==> src/rtl/arith_pkg.sv <==
// -----------------------------------------------------------------------------
// arith_pkg
// Shared definitions for the arithmetic datapath blocks (multiplier/divider).
//   - div_state_e : divider FSM state (IDLE/RUN/DONE, 2-bit encoding)
//   - N_DEF       : default operand width
//   - q_width / r_width / cnt_width : derived widths for a given N
//   - QW_DEF / RW_DEF / CNT_W_DEF   : those widths at the default N
// No ports (package).
// -----------------------------------------------------------------------------
package arith_pkg;

  typedef enum logic [1:0] {
    IDLE = 2'd0,
    RUN  = 2'd1,
    DONE = 2'd2
  } div_state_e;

  localparam int N_DEF = 4;

  // Dividend / quotient width.
  function automatic int q_width(input int n);
    return 2 * n;
  endfunction

  // Partial remainder width: one guard bit above the divisor width.
  function automatic int r_width(input int n);
    return n + 1;
  endfunction

  // Iteration counter width, wide enough to hold 2N.
  function automatic int cnt_width(input int n);
    return $clog2(2 * n) + 1;
  endfunction

  localparam int QW_DEF    = q_width(N_DEF);
  localparam int RW_DEF    = r_width(N_DEF);
  localparam int CNT_W_DEF = cnt_width(N_DEF);

endpackage

==> src/rtl/divider_4bit_if.sv <==
// -----------------------------------------------------------------------------
// divider_4bit_if
// Request/response bundle of the sequential divider.
//   start       : request, sampled only while the divider is idle
//   in_1 [2N]   : dividend
//   in_2 [N]    : divisor
//   out_q [2N]  : quotient (registered, held until next completion)
//   out_r [N]   : remainder (registered, held until next completion)
//   busy        : iterations in progress
//   done        : one-cycle completion pulse
//   div_by_zero : last completed division had a zero divisor
// Modports: master (requester side), slave (divider side).
// -----------------------------------------------------------------------------
interface divider_4bit_if #(
  parameter int N = 4
);

  logic             start;
  logic [2*N-1:0]   in_1;
  logic [N-1:0]     in_2;
  logic [2*N-1:0]   out_q;
  logic [N-1:0]     out_r;
  logic             busy;
  logic             done;
  logic             div_by_zero;

  modport master (
    output start, in_1, in_2,
    input  out_q, out_r, busy, done, div_by_zero
  );

  modport slave (
    input  start, in_1, in_2,
    output out_q, out_r, busy, done, div_by_zero
  );

endinterface

==> src/rtl/divider_4bit_div_step.sv <==
// -----------------------------------------------------------------------------
// div_step
// One combinational restoring-division iteration.
//   r_in    [N+1] : partial remainder before this step
//   bit_in        : next dividend bit (MSB first)
//   divisor [N]   : divisor
//   r_out   [N+1] : partial remainder after shift and conditional subtract
//   q_bit         : quotient bit produced by this step
// -----------------------------------------------------------------------------
module div_step #(
  parameter int N = 4
) (
  input  logic [N:0]   r_in,
  input  logic         bit_in,
  input  logic [N-1:0] divisor,
  output logic [N:0]   r_out,
  output logic         q_bit
);

  logic [N:0] shifted;

  always_comb begin
    shifted = {r_in[N-1:0], bit_in};
    // r_in[N] is always clear after a subtract; if it were ever set, the
    // shifted value would exceed any N-bit divisor, so it forces a 1.
    q_bit   = r_in[N] | (shifted >= {1'b0, divisor});
    r_out   = q_bit ? (shifted - {1'b0, divisor}) : shifted;
  end

endmodule

==> src/rtl/divider_4bit.sv <==
// -----------------------------------------------------------------------------
// divider_4bit
// Sequential restoring divider: 2N-bit dividend / N-bit divisor, one quotient
// bit per clock, MSB first, under a start/busy/done handshake.
//   clk : clock, rising edge
//   rst : asynchronous active-high reset
//   bus : divider_4bit_if.slave (start, in_1, in_2 in; out_q, out_r, busy,
//         done, div_by_zero out)
// Timing: accept on edge k, busy k..k+2N, done pulse k+2N..k+2N+1.
// A zero divisor still runs all 2N iterations, then reports all-ones
// quotient, zero remainder and div_by_zero.
// -----------------------------------------------------------------------------
module divider_4bit
  import arith_pkg::*;
#(
  parameter int N = N_DEF
) (
  input  logic           clk,
  input  logic           rst,
  divider_4bit_if.slave  bus
);

  localparam int QW = q_width(N);
  localparam int RW = r_width(N);
  localparam int CW = cnt_width(N);
  localparam logic [CW-1:0] LAST_ITER = CW'(QW - 1);

  div_state_e    state;
  div_state_e    state_nxt;

  // The dividend register doubles as the quotient register: each step shifts
  // out a dividend bit at the top and shifts in a quotient bit at the bottom.
  logic [QW-1:0] dvd;
  logic [N-1:0]  dvs;
  logic [RW-1:0] rem;
  logic [CW-1:0] cnt;
  logic          zero_flag;

  logic [RW-1:0] rem_nxt;
  logic          q_bit;
  logic          last_iter;

  div_step #(.N(N)) u_step (
    .r_in    (rem),
    .bit_in  (dvd[QW-1]),
    .divisor (dvs),
    .r_out   (rem_nxt),
    .q_bit   (q_bit)
  );

  assign last_iter = (cnt == LAST_ITER);

  always_ff @(posedge clk or posedge rst) begin
    if (rst) begin
      state <= IDLE;
    end else begin
      state <= state_nxt;
    end
  end

  always_comb begin
    state_nxt = state;
    case (state)
      IDLE:    if (bus.start) state_nxt = RUN;
      RUN:     if (last_iter) state_nxt = DONE;
      DONE:    state_nxt = IDLE;
      default: state_nxt = IDLE;
    endcase
  end

  assign bus.busy = (state == RUN);
  assign bus.done = (state == DONE);

  always_ff @(posedge clk or posedge rst) begin
    if (rst) begin
      dvd             <= '0;
      dvs             <= '0;
      rem             <= '0;
      cnt             <= '0;
      zero_flag       <= 1'b0;
      bus.out_q       <= '0;
      bus.out_r       <= '0;
      bus.div_by_zero <= 1'b0;
    end else begin
      case (state)
        IDLE: begin
          if (bus.start) begin
            dvd       <= bus.in_1;
            dvs       <= bus.in_2;
            rem       <= '0;
            cnt       <= '0;
            zero_flag <= (bus.in_2 == '0);
          end
        end
        RUN: begin
          rem <= rem_nxt;
          dvd <= {dvd[QW-2:0], q_bit};
          cnt <= cnt + CW'(1);
          if (last_iter) begin
            if (zero_flag) begin
              bus.out_q       <= '1;
              bus.out_r       <= '0;
              bus.div_by_zero <= 1'b1;
            end else begin
              bus.out_q       <= {dvd[QW-2:0], q_bit};
              bus.out_r       <= rem_nxt[N-1:0];
              bus.div_by_zero <= 1'b0;
            end
          end
        end
        default: ;
      endcase
    end
  end

endmodule
==> src/flat_wrapper.sv <==
// flat-port wrapper written by rule: the top's interface ports become plain ports
module divider_4bit_flat import arith_pkg::*;
#(
  parameter int N = N_DEF
)
  (clk, rst, bus_start, bus_in_1, bus_in_2, bus_out_q, bus_out_r, bus_busy, bus_done, bus_div_by_zero);
  divider_4bit_if #(.N(N)) bus_i ();
  input  logic clk;
  input  logic rst;
  input wire logic [$bits(bus_i.start)-1:0] bus_start;
  input wire logic [$bits(bus_i.in_1)-1:0] bus_in_1;
  input wire logic [$bits(bus_i.in_2)-1:0] bus_in_2;
  output wire logic [$bits(bus_i.out_q)-1:0] bus_out_q;
  output wire logic [$bits(bus_i.out_r)-1:0] bus_out_r;
  output wire logic [$bits(bus_i.busy)-1:0] bus_busy;
  output wire logic [$bits(bus_i.done)-1:0] bus_done;
  output wire logic [$bits(bus_i.div_by_zero)-1:0] bus_div_by_zero;
  assign bus_i.start = bus_start;
  assign bus_i.in_1 = bus_in_1;
  assign bus_i.in_2 = bus_in_2;
  assign bus_out_q = bus_i.out_q;
  assign bus_out_r = bus_i.out_r;
  assign bus_busy = bus_i.busy;
  assign bus_done = bus_i.done;
  assign bus_div_by_zero = bus_i.div_by_zero;
  divider_4bit #(.N(N)) u_core (.clk(clk), .rst(rst), .bus(bus_i));
endmodule
==> config.mk <==
export PLATFORM = sky130hd
export DESIGN_NAME = divider_4bit_flat
export DESIGN_NICKNAME = d
export VERILOG_FILES = /design/src/rtl/arith_pkg.sv /design/src/rtl/divider_4bit_if.sv /design/src/rtl/divider_4bit_div_step.sv /design/src/rtl/divider_4bit.sv /design/src/flat_wrapper.sv
export SDC_FILE = /design/constraint.sdc
export NUM_CORES = 1
export LEC_CHECK = 0
export ABC_CLOCK_PERIOD_IN_PS = 1880
export BUFFER_PORTS_ARGS = -buffer_cell sky130_fd_sc_hd__buf_2
export CAP_MARGIN = 20
export CORE_MARGIN = 1.5
export CORE_UTILIZATION = 50
export CTS_BUF_LIST = sky130_fd_sc_hd__clkbuf_16
export DETAILED_ROUTE_END_ITERATION = 7
export GPL_ROUTABILITY_DRIVEN = 1
export PLACE_DENSITY = 0.75
export SLEW_MARGIN = 10
export SYNTH_ARGS = -nofsm -noshare
export SYNTH_HDL_FRONTEND = slang
export SYNTH_SLANG_ARGS = --single-unit
==> constraint.sdc <==
create_clock -name clk -period 1.88 [get_ports clk]
set_clock_uncertainty 0.1 [all_clocks]
set_input_delay 0.094 -clock clk [delete_from_list [all_inputs] [get_ports clk]]
set_output_delay 0.094 -clock clk [all_outputs]
set_load 0.02 [all_outputs]
## Word-level counts from Yosys, hierarchy flattened

Index checks and enable logic that the tools add are counted.

- Bits in registers: 37
- Output and inout port bits: 15
- Input bits: 15

- Reductions and logical operators: 7
- Equality and inequality tests: 5
- $add $sub $neg: 2
- Muxes and demuxes: 13
- Magnitude comparators: 1
- Bitwise gates (word level): 1

Operators with widths:

| kind | count |
|---|---|
| 8-bit two-way mux | 2 |
| 8-bit case mux with 2 select lines | 1 |
| 5-bit two-way mux | 2 |
| 5-bit case mux with 2 select lines | 1 |
| 4-bit two-way mux | 2 |
| 4-bit case mux with 2 select lines | 1 |
| 2-bit AND reduction | 4 |
| 5-bit by 4-bit greater-or-equal comparator with 1-bit output | 1 |
| 5-bit by 4-bit subtractor with 5-bit output | 1 |
| 4-bit by 1-bit adder with 4-bit output, second input constant | 1 |
| 4-bit by 3-bit == test with 1-bit output, second input constant | 1 |
| 4-bit zero test | 1 |
| 2-bit two-way mux | 2 |
| 2-bit case mux with 2 select lines | 1 |
| 2-bit by 1-bit == test with 1-bit output, second input constant | 1 |
| 2-bit == test, second input constant | 1 |
| 2-bit zero test | 1 |
| 2-bit by 1-bit != test with 1-bit output, second input constant | 1 |
| 2-bit != test, second input constant | 1 |
| 2-bit nonzero test | 1 |
| 1-bit two-way mux | 1 |
| 1-bit OR | 1 |

## Depth between registers and ports, before layout

Gate-level depths: netlist of run 1.

- Depth in word-level cells: 4
- Mapped depth: 8
- Mapped depth without buffers: 8

## By module

From an unflattened synthesis of run 1, not the netlist that was laid out.

- Cells, all modules: 180
- Area total of the unflattened synthesis: 1885.6 µm²

By module, submodules not included:

| module | times used | sequential area each (µm²) | cells each | area each (µm²) |
|---|---|---|---|---|
| divider_4bit | 1 | 925.9 | 146 | 1592.8 |
| div_step | 1 | 0.0 | 34 | 292.8 |

## Least setup slack after synthesis of run 1

No wires, ideal clock.

- Kind: register -> register
- Start: register u_core.rem[1]
- End: register u_core.bus.out_r[3]
- Stages on the path, launching flop included: 5
- Slack: 0.076 ns
- Required time: 1.658 ns
- Arrival: 1.582 ns
- Cells stage by stage: dfrtp_1 -> ha_1 -> and3b_4 -> o41a_1 -> a32o_1

- Cells in the longest elaborated chain, start to end: 4

RTL lines:

| what | line | RTL |
|---|---|---|
| from (decl) | divider_4bit.sv:35 | `logic [RW-1:0] rem;` |
| from (signal assigned) | divider_4bit.sv:96 | `rem <= rem_nxt;` |
| 5-bit by 4-bit greater-or-equal comparator with 1-bit output | divider_4bit_div_step.sv:26 | `q_bit = r_in[N] \| (shifted >= {1'b0, divisor});` |
| 1-bit OR | divider_4bit_div_step.sv:26 |  |
| 5-bit two-way mux * | divider_4bit_div_step.sv:27 | `r_out = q_bit ? (shifted - {1'b0, divisor}) : shifted;` |
| 4-bit two-way mux * | divider_4bit.sv:100 | `if (zero_flag) begin` |
| to (signal assigned) | divider_4bit.sv:106 | `bus.out_r <= rem_nxt[N-1:0];` |
| to (decl) | divider_4bit_if.sv:34 | `output out_q, out_r, busy, done, div_by_zero` |

Every way passes the cells marked *; elsewhere a longest branch is shown, timed or not.
A chain may end at the register's enable or synchronous reset.

## Worst setup path after layout of run 1

- Start: register u_core.dvd[7]
- End: register u_core.rem[4]

- Cells in the longest elaborated chain, start to end: 4

RTL lines:

| what | line | RTL |
|---|---|---|
| from (decl) | divider_4bit.sv:33 | `logic [QW-1:0] dvd;` |
| from (signal assigned) | divider_4bit.sv:88 | `dvd <= bus.in_1;` |
| from (signal assigned) | divider_4bit.sv:97 | `dvd <= {dvd[QW-2:0], q_bit};` |
| 5-bit by 4-bit greater-or-equal comparator with 1-bit output | divider_4bit_div_step.sv:26 |  |
| 1-bit OR | divider_4bit_div_step.sv:26 |  |
| 5-bit two-way mux * | divider_4bit_div_step.sv:27 |  |
| 5-bit case mux with 2 select lines * | divider_4bit.sv:85 | `case (state)` |

Marked as above.

==> impl_metrics.yaml, run 1 <==
status:
  outcome: "complete, no violations"
route:
  firstDrtPassIters: 4
  wl_per_cell_um: 16.0
  routed-via-count: 1580
  ant_nets: 0
  post_drt_via_cell_ratio: 5.60
  drt_first_iter_violations: 69
  route.detailed.drc: 0
  wirelength_um: 4510
logic_synthesis:
  ys.flop_type: "dfrtp_1"
  syn_avg_cell_area_um2: 9.84
  syn_nets: 201
  synth_edf_count: 0
  synth_seq_cells: 37
  netlist_instances: 180
  yosysWarnings: 0
  synth.distinct_cells: 43
  ys_seq_area_frac: 0.523
  netlist_area_um2: 1770
  synth-async-reset-ratio: 1.00
cells_and_area:
  antenna_cells: 0
  area_growth_pct: 32.9
  regArea_um2: 926
  fillers: 261
  nets: 256
  final_util: 0.700
  final_layout_size_suffix_gt1_frac: 0.288
  finalInstanceArea_um2: 2350
  stdcell_count: 282
  multi_input_comb_area_um2: 841
power:
  p_leak_nw: 1.09
  pwr_density_cell_nw_per_um2: 2010
  ir_drop_v: 0.000885
placement:
  port_buffers: 29
  dp_cells: 262
  dp_hpwl_um: 2980
  gp_routability_congestion: 1.00
  placed_area_um2: 2040
critical_path:
  cp_top_family: "compound AO/OA/AOI/OAI gates"
  critPathCaptureType: "flop"
  crit_buf_inv: 2
  slowest_stage: "dfrtp_1"
  worstPathArrival_ps: 1920
  cp.required_ps: 1970
  criticalPathCategory: "reg2reg"
  max_stage_delay_ps: 380
  path_cells: "inv_2, ha_4, inv_2, fa_2, a21o_1, a21oi_2, xnor2_1, o31ai_1"
  critPathLaunchType: "flop"
  critical_path.most_common_cell: "inv_2"
  crit_fanout: 2
sta:
  maxSlewHeadroom: 0.702
  fmax_mhz: 546
  post-route-min-period_ps: 1830
  hold_viol: 0
  period_share: 0.974
  worstMarginPinSlew_ps: 447
  setup_viol: 0
  hold-worst-slack_ps: 36.8
  rsz0062_at_grt: "yes"
  final_max_slew_viol_count: 0
clock_network:
  cts_tree: "yes"
  cts_max_level: 2
  worstSkewPairLatency_ps: 280
  clkSlewWorstSetupHoldPaths_ps: 50
  cts_sinks: 37
  cts.path.max_buffers: 2
  root_buffer: "clkbuf_16"
  cts_made_buffers: 5
global_routing:
  grt_pass1_vias: 1601
  antenna_found_initial: 0
  grt_pass1_wl_um: 7490
  grt_max_degree: 38
  track_usage: 0.252
  overflow: 0
worst_hold_path:
  hold_path.class: "in2reg"
die:
  die-area_um2: 3910
  die_y_um: 62.5
  dieWidth_um: 62.5
  start_util: 0.527
  rows: 21
  core_area_um2: 3360
  io_pins: 30
flow_run:
  max-cap-violations: 0
## through the flow
step	total power [mW]	setup WS, ps	TNS [ps]
after floorplan	3.01	76.5	0
after global placement	3.61	27.4	0
after detailed placement	3.73	-64.9	-104
after CTS	4.59	-4.34	-4.34
after global routing	5.09	-23.5	-23.5
final	4.74	48.0	0
## repair_timing
item                       4_1_cts  5_1_grt
setup endpoints to repair        5       10
hold endpoints to repair        48        0
hold buffers                    12        0
buffers inserted                 0        0
pin swaps                        0        9
gates resized for setup          2       10
## cell type report
cell class                 count  share of cell area
clock buffer                   5              0.0531
timing repair buffer          54               0.154
multi-input combinational    129               0.357
tap                           46              0.0244
inverter                       8              0.0128
clock inverter                 3             0.00531
sequential                    37               0.393
## cell usage after synthesis (all sizes together) (2+ instances only)
library cell   n  share of area
nand2         34          0.073
a31o           2         0.0099
a32o           2          0.011
nand3          5          0.014
o21ai         20          0.056
dfrtp         37           0.52
nor2b          2         0.0071
and3b          2          0.012
inv            8          0.017
buf            4          0.011
o211ai         2         0.0085
and3           3          0.013
o22ai          7          0.025
nand4          3          0.011
nor2          17          0.037
a21o           2         0.0085
clkbuf         2         0.0042
o31ai          3          0.020
ha             5          0.035
nor3           2         0.0085
a21oi          4          0.011
## per-layer routing
layer | GRT usage | share of wire | vias to the layer above | wire length (um)
li1 | - | - | 744 | -
met1 | 0.293 | 0.41 | 760 | 1830
met5 | 0 | 0 | - | 0
met4 | 0.139 | 0.036 | 0 | 164
met2 | 0.423 | 0.50 | 62 | 2240
met3 | 0.0667 | 0.060 | 14 | 270
## tightest hold or removal path, stage by stage
cell	delay [ps]
buf_2	80
o22ai_1	60
a21oi_1	140
## layout by cell type (no fill, tap or decap), types with 2 or more instances in the layout
cell            n
a21o_1          2
a21oi_1         3
a31o_1          2
a32o_1          2
and3_1          2
buf_2          29
buf_4          13
clkbuf_16       5
clkinv_1        2
dfrtp_1        37
dlygate4sd3_1  12
ha_1            2
ha_4            3
inv_1           4
inv_2           4
nand2_1        33
nand3_1         5
nand4_1         3
nor2_1         16
nor2b_1         2
o211ai_1        2
o21ai_0        19
o22ai_1         7
o31ai_1         2
## flip-flops by register name, indices dropped and copies added, names as in the netlist
name / count
u_core.bus.out_q: 8
u_core.dvd: 8
u_core.rem: 5
u_core.bus.out_r: 4
u_core.cnt: 4
u_core.dvs: 4
u_core.state: 2
u_core.bus.div_by_zero: 1
u_core.zero_flag: 1
## final timing paths
check	cells past startpoint	from	slack (ps)	end
worst max-delay path	8	u_core.dvd[7]	50	u_core.rem[4]
worst min-delay path	3	bus_in_1[7]	40	u_core.dvd[7]
worst max register to register	8	u_core.dvd[7]	50	u_core.rem[4]
worst min register to register	2	u_core.bus.out_q[7]	370	u_core.bus.out_q[7]
max in group asynchronous	4	rst	1000	u_core.state[1]
min in group asynchronous	4	rst	360	u_core.bus.out_r[3]
## logic make-up (layout without fill, tap and decap cells)
logic type	after synthesis	count (layout)	synth area share
xor+xnor	2	2	0.00989
simple gates	73	73	0.202
fa+ha+maj	6	6	0.0466
buf+inv	14	70	0.0325
compound gates	48	48	0.186
flops	37	37	0.523
## where the power goes
| part | total [mW] | internal, mW | switching [mW] |
|---|---|---|---|
| sequential | 1.47 | 1.18 | 0.284 |
| combinational | 2.48 | 1.09 | 1.39 |
| clock | 0.788 | 0.479 | 0.309 |
| total | 4.74 | 2.75 | 1.98 |
(Power assumes the default switching activity.)
==> run 2: changes to the inputs <==
CAP_MARGIN = not set   (was 20)
SYNTH_HIERARCHICAL = 1   (was not set)
==> run 2 against run 1 <==
  * Register-to-register slack worse by 270 ps
  * Utilization down 1.1 points
  * Critical path depth stayed put
  * Largest power group unchanged
  * Via count down 9.0%
  * The flow now finishes with violations (negative setup slack)
  * Worst hold slack got worse by 24 ps
  * Maximum frequency fell by 13%
  * Area after synthesis grew 6.4%
  * Combinational power is 24% higher
  * Clock power up 0.9%
  * Largest cell class unchanged
  * Total power rose by 13%
  * Design area increased by 6.4%
  * Die area up 6.1%
==> impl_metrics.yaml, run 2 <==
status:
  outcome: "finished with violations"
  violations: "negative setup slack"
critical_path:
  regToRegSetupSlack_ps: -220
  crit_path_end: "u_core/bus.out_r[2]"
  critPathLaunchType: "flop"
  critical_path.most_common_cell: "mux2_4"
  reg2reg_depth: 8
  criticalPathCategory: "reg2reg"
  r2r_start: "u_core/dvs[1]"
  path_cells: "inv_2, ha_4, nor2b_4, o31a_4, nor2_8, mux2_4, nor2b_1, mux2_4"
  slowest_stage: "dfrtp_1"
  worstPathArrival_ps: 2160
  cp.required_ps: 1940
  worstReg2RegEnd: "u_core/bus.out_r[2]"
  critPathCaptureType: "flop"
  worstSetupStartpoint: "u_core/dvs[1]"
  crit_fanout: 2
  max_stage_delay_ps: 380
route:
  drt_first_iter_violations: 72
  route.detailed.drc: 0
  wl_per_cell_um: 13.2
  post_drt_via_cell_ratio: 5.03
  wirelength_um: 3790
  firstDrtPassIters: 4
  ant_nets: 0
  routed-via-count: 1438
logic_synthesis:
  ys_seq_area_frac: 0.491
  synth_top_family_by_area: "simple AND/OR/NAND/NOR gates"
  yosysWarnings: 6
  syn_avg_cell_area_um2: 10.5
  synthTopCellsByCount: "dfrtp_1, nor2_1, nand2_1, inv_1, mux2i_1"
  synth_largest_area_cell: "dfrtp_1"
  yosys.area_share.simple: 0.192
  netlist_instances: 180
  netlist_area_um2: 1890
  yosysMostFrequentCell: "dfrtp_1"
  syn_nets: 201
  synth-async-reset-ratio: 1.00
  synthMuxAreaShare: 0.124
  synth_seq_cells: 37
  ys.flop_type: "dfrtp_1"
  yosys.area_share.xor_xnor: 0.00464
  synth_fa_ha_area_frac: 0.0438
  ys_top_cells_by_area: "dfrtp_1, mux2i_1, nor2_1, mux2_2, nand2_1"
  synth-compound-area-share: 0.0790
  synth_edf_count: 0
  synth.distinct_cells: 36
  synth_top_area_share: 0.491
cells_and_area:
  multi_input_comb_area_um2: 915
  regArea_um2: 926
  stdcell_count: 286
  finalInstanceArea_um2: 2500
  final_common_cell: "dfrtp_1"
  final_layout_size_suffix_gt1_frac: 0.361
  layout_common_cells: "dfrtp_1, buf_2, nor2_1"
  antenna_cells: 0
  top_regs: "u_core/bus.out_q (8), u_core/dvd (8), u_core/rem (5)"
  fillers: 290
  nets: 258
  area_growth_pct: 32.8
power:
  p_int_mw: 3.25
  p_switching_mw: 2.09
  ir_drop_v: 0.000923
  seq_power_share: 0.274
  p_sw_frac: 0.391
  pwr_density_cell_nw_per_um2: 2130
  p_leak_nw: 1.19
  p_comb_frac: 0.577
  clockPowerShare: 0.149
clock_network:
  root_buffer: "clkbuf_16"
  cts_made_buffers: 5
  cts_tree: "yes"
  worstSkewPairLatency_ps: 280
  clkSlewWorstSetupHoldPaths_ps: 50
  cts.path.max_buffers: 2
  cts_max_level: 2
  cts_sinks: 37
placement:
  port_buffers: 29
  dp_cells: 266
  dp_hpwl_um: 2610
  placed_area_um2: 2190
  gp_routability_congestion: 0.906
global_routing:
  track_usage: 0.201
  grt_pass1_vias: 1416
  overflow: 0
  antenna_found_initial: 0
  grt_max_degree: 38
  grt_pass1_wl_um: 6340
sta:
  fmax_mhz: 476
  rsz0062_at_grt: "yes"
  worstMarginPinSlew_ps: 495
  period_share: 1.12
  tns_ps: -801
  maxSlewHeadroom: 0.670
  fin_ws_ps: -219
  setup_viol: 6
  hold_viol: 0
  final_max_slew_viol_count: 0
  post-route-min-period_ps: 2100
worst_hold_path:
  hold_path.class: "in2reg"
die:
  start_util: 0.519
  rows: 22
  io_pins: 30
  core_area_um2: 3630
  die-area_um2: 4150
  dieWidth_um: 64.4
  die_y_um: 64.4
flow_run:
  max-cap-violations: 0
[run 2: worst min path at each step]
stage | depth (start not counted) | from | slack (ps) | endpoint
2_1_floorplan | 1 | bus_in_2[3] | 140 | u_core/dvs[3]
3_3_place_gp | 3 | rst | 130 | u_core/bus.out_q[4]
3_5_place_dp | 3 | rst | 130 | u_core/bus.out_q[7]
4_1_cts | 3 | bus_in_1[7] | 10 | u_core/dvd[7]
5_1_grt | 3 | bus_in_1[7] | 20 | u_core/dvd[7]
6_report | 3 | bus_in_1[7] | 10 | u_core/dvd[7]
[run 2: stage by stage]
step / total power [mW] / utilization / hold WS (ps) / worst slack [ps]
6_report: 5.34 / 0.689 / 13.0 / -219
3_3_place_gp: 4.13 / 0.603 / 126 / -209
2_1_floorplan: 3.41 / - / 143 / -208
4_1_cts: 5.19 / 0.680 / 12.2 / -241
5_1_grt: 5.71 / 0.689 / 24.8 / -265
3_5_place_dp: 4.22 / 0.603 / 126 / -230
[run 2: final cells by class]
| cell class | instances | area share |
|---|---|---|
| inverter | 16 | 0.0240 |
| multi-input combinational | 119 | 0.365 |
| sequential | 37 | 0.370 |
| tap | 48 | 0.0240 |
| timing repair buffer | 58 | 0.160 |
| clock inverter | 3 | 0.00749 |
| clock buffer | 5 | 0.0500 |
[run 2: what timing repair did]
action                     4_1_cts  5_1_grt
hold endpoints to repair        47        0
buffers inserted                 0        2
pin swaps                        2        7
hold buffers                    10        0
setup endpoints to repair        8        9
resized for setup                5        6
[run 2: power by group through the flow]
| stage | logic, mW | registers, mW | clock network (mW) |
|---|---|---|---|
| 3_5_place_dp | 2.76 | 1.46 | 0 |
| 2_1_floorplan | 1.83 | 1.58 | 0 |
| 3_3_place_gp | 2.70 | 1.44 | 0 |
| 6_report | 3.08 | 1.46 | 0.795 |
| 4_1_cts | 2.91 | 1.46 | 0.814 |
| 5_1_grt | 3.36 | 1.51 | 0.842 |
[run 2: layer usage]
layer / share of wire / global-route usage / vias up
li1: - / - / 709
met1: 0.46 / 0.253 / 691
met2: 0.48 / 0.339 / 33
met3: 0.039 / 0.0573 / 5
met4: 0.014 / 0.0559 / 0
met5: 0 / 0 / -
[run 2: logic make-up after synthesis]
family | count (synthesis)
AOI/OAI and AO/OA | 21
xor gates and xnor gates | 1
adders and majority gates | 6
buffers and inverters | 24
DFF | 37
muxes | 21
and+or+nand+nor | 70
[run 2: critical path, delay by kind of cell, from the launching register on]
kind                     cells  cell delay [ps]
adder cells (fa/ha/maj)      1              200
buffers and inverters        1               70
AO/OA/AOI/OAI                1              300
flip-flops                   1              380
AND/OR/NAND/NOR              3              350
multiplexers                 2              570
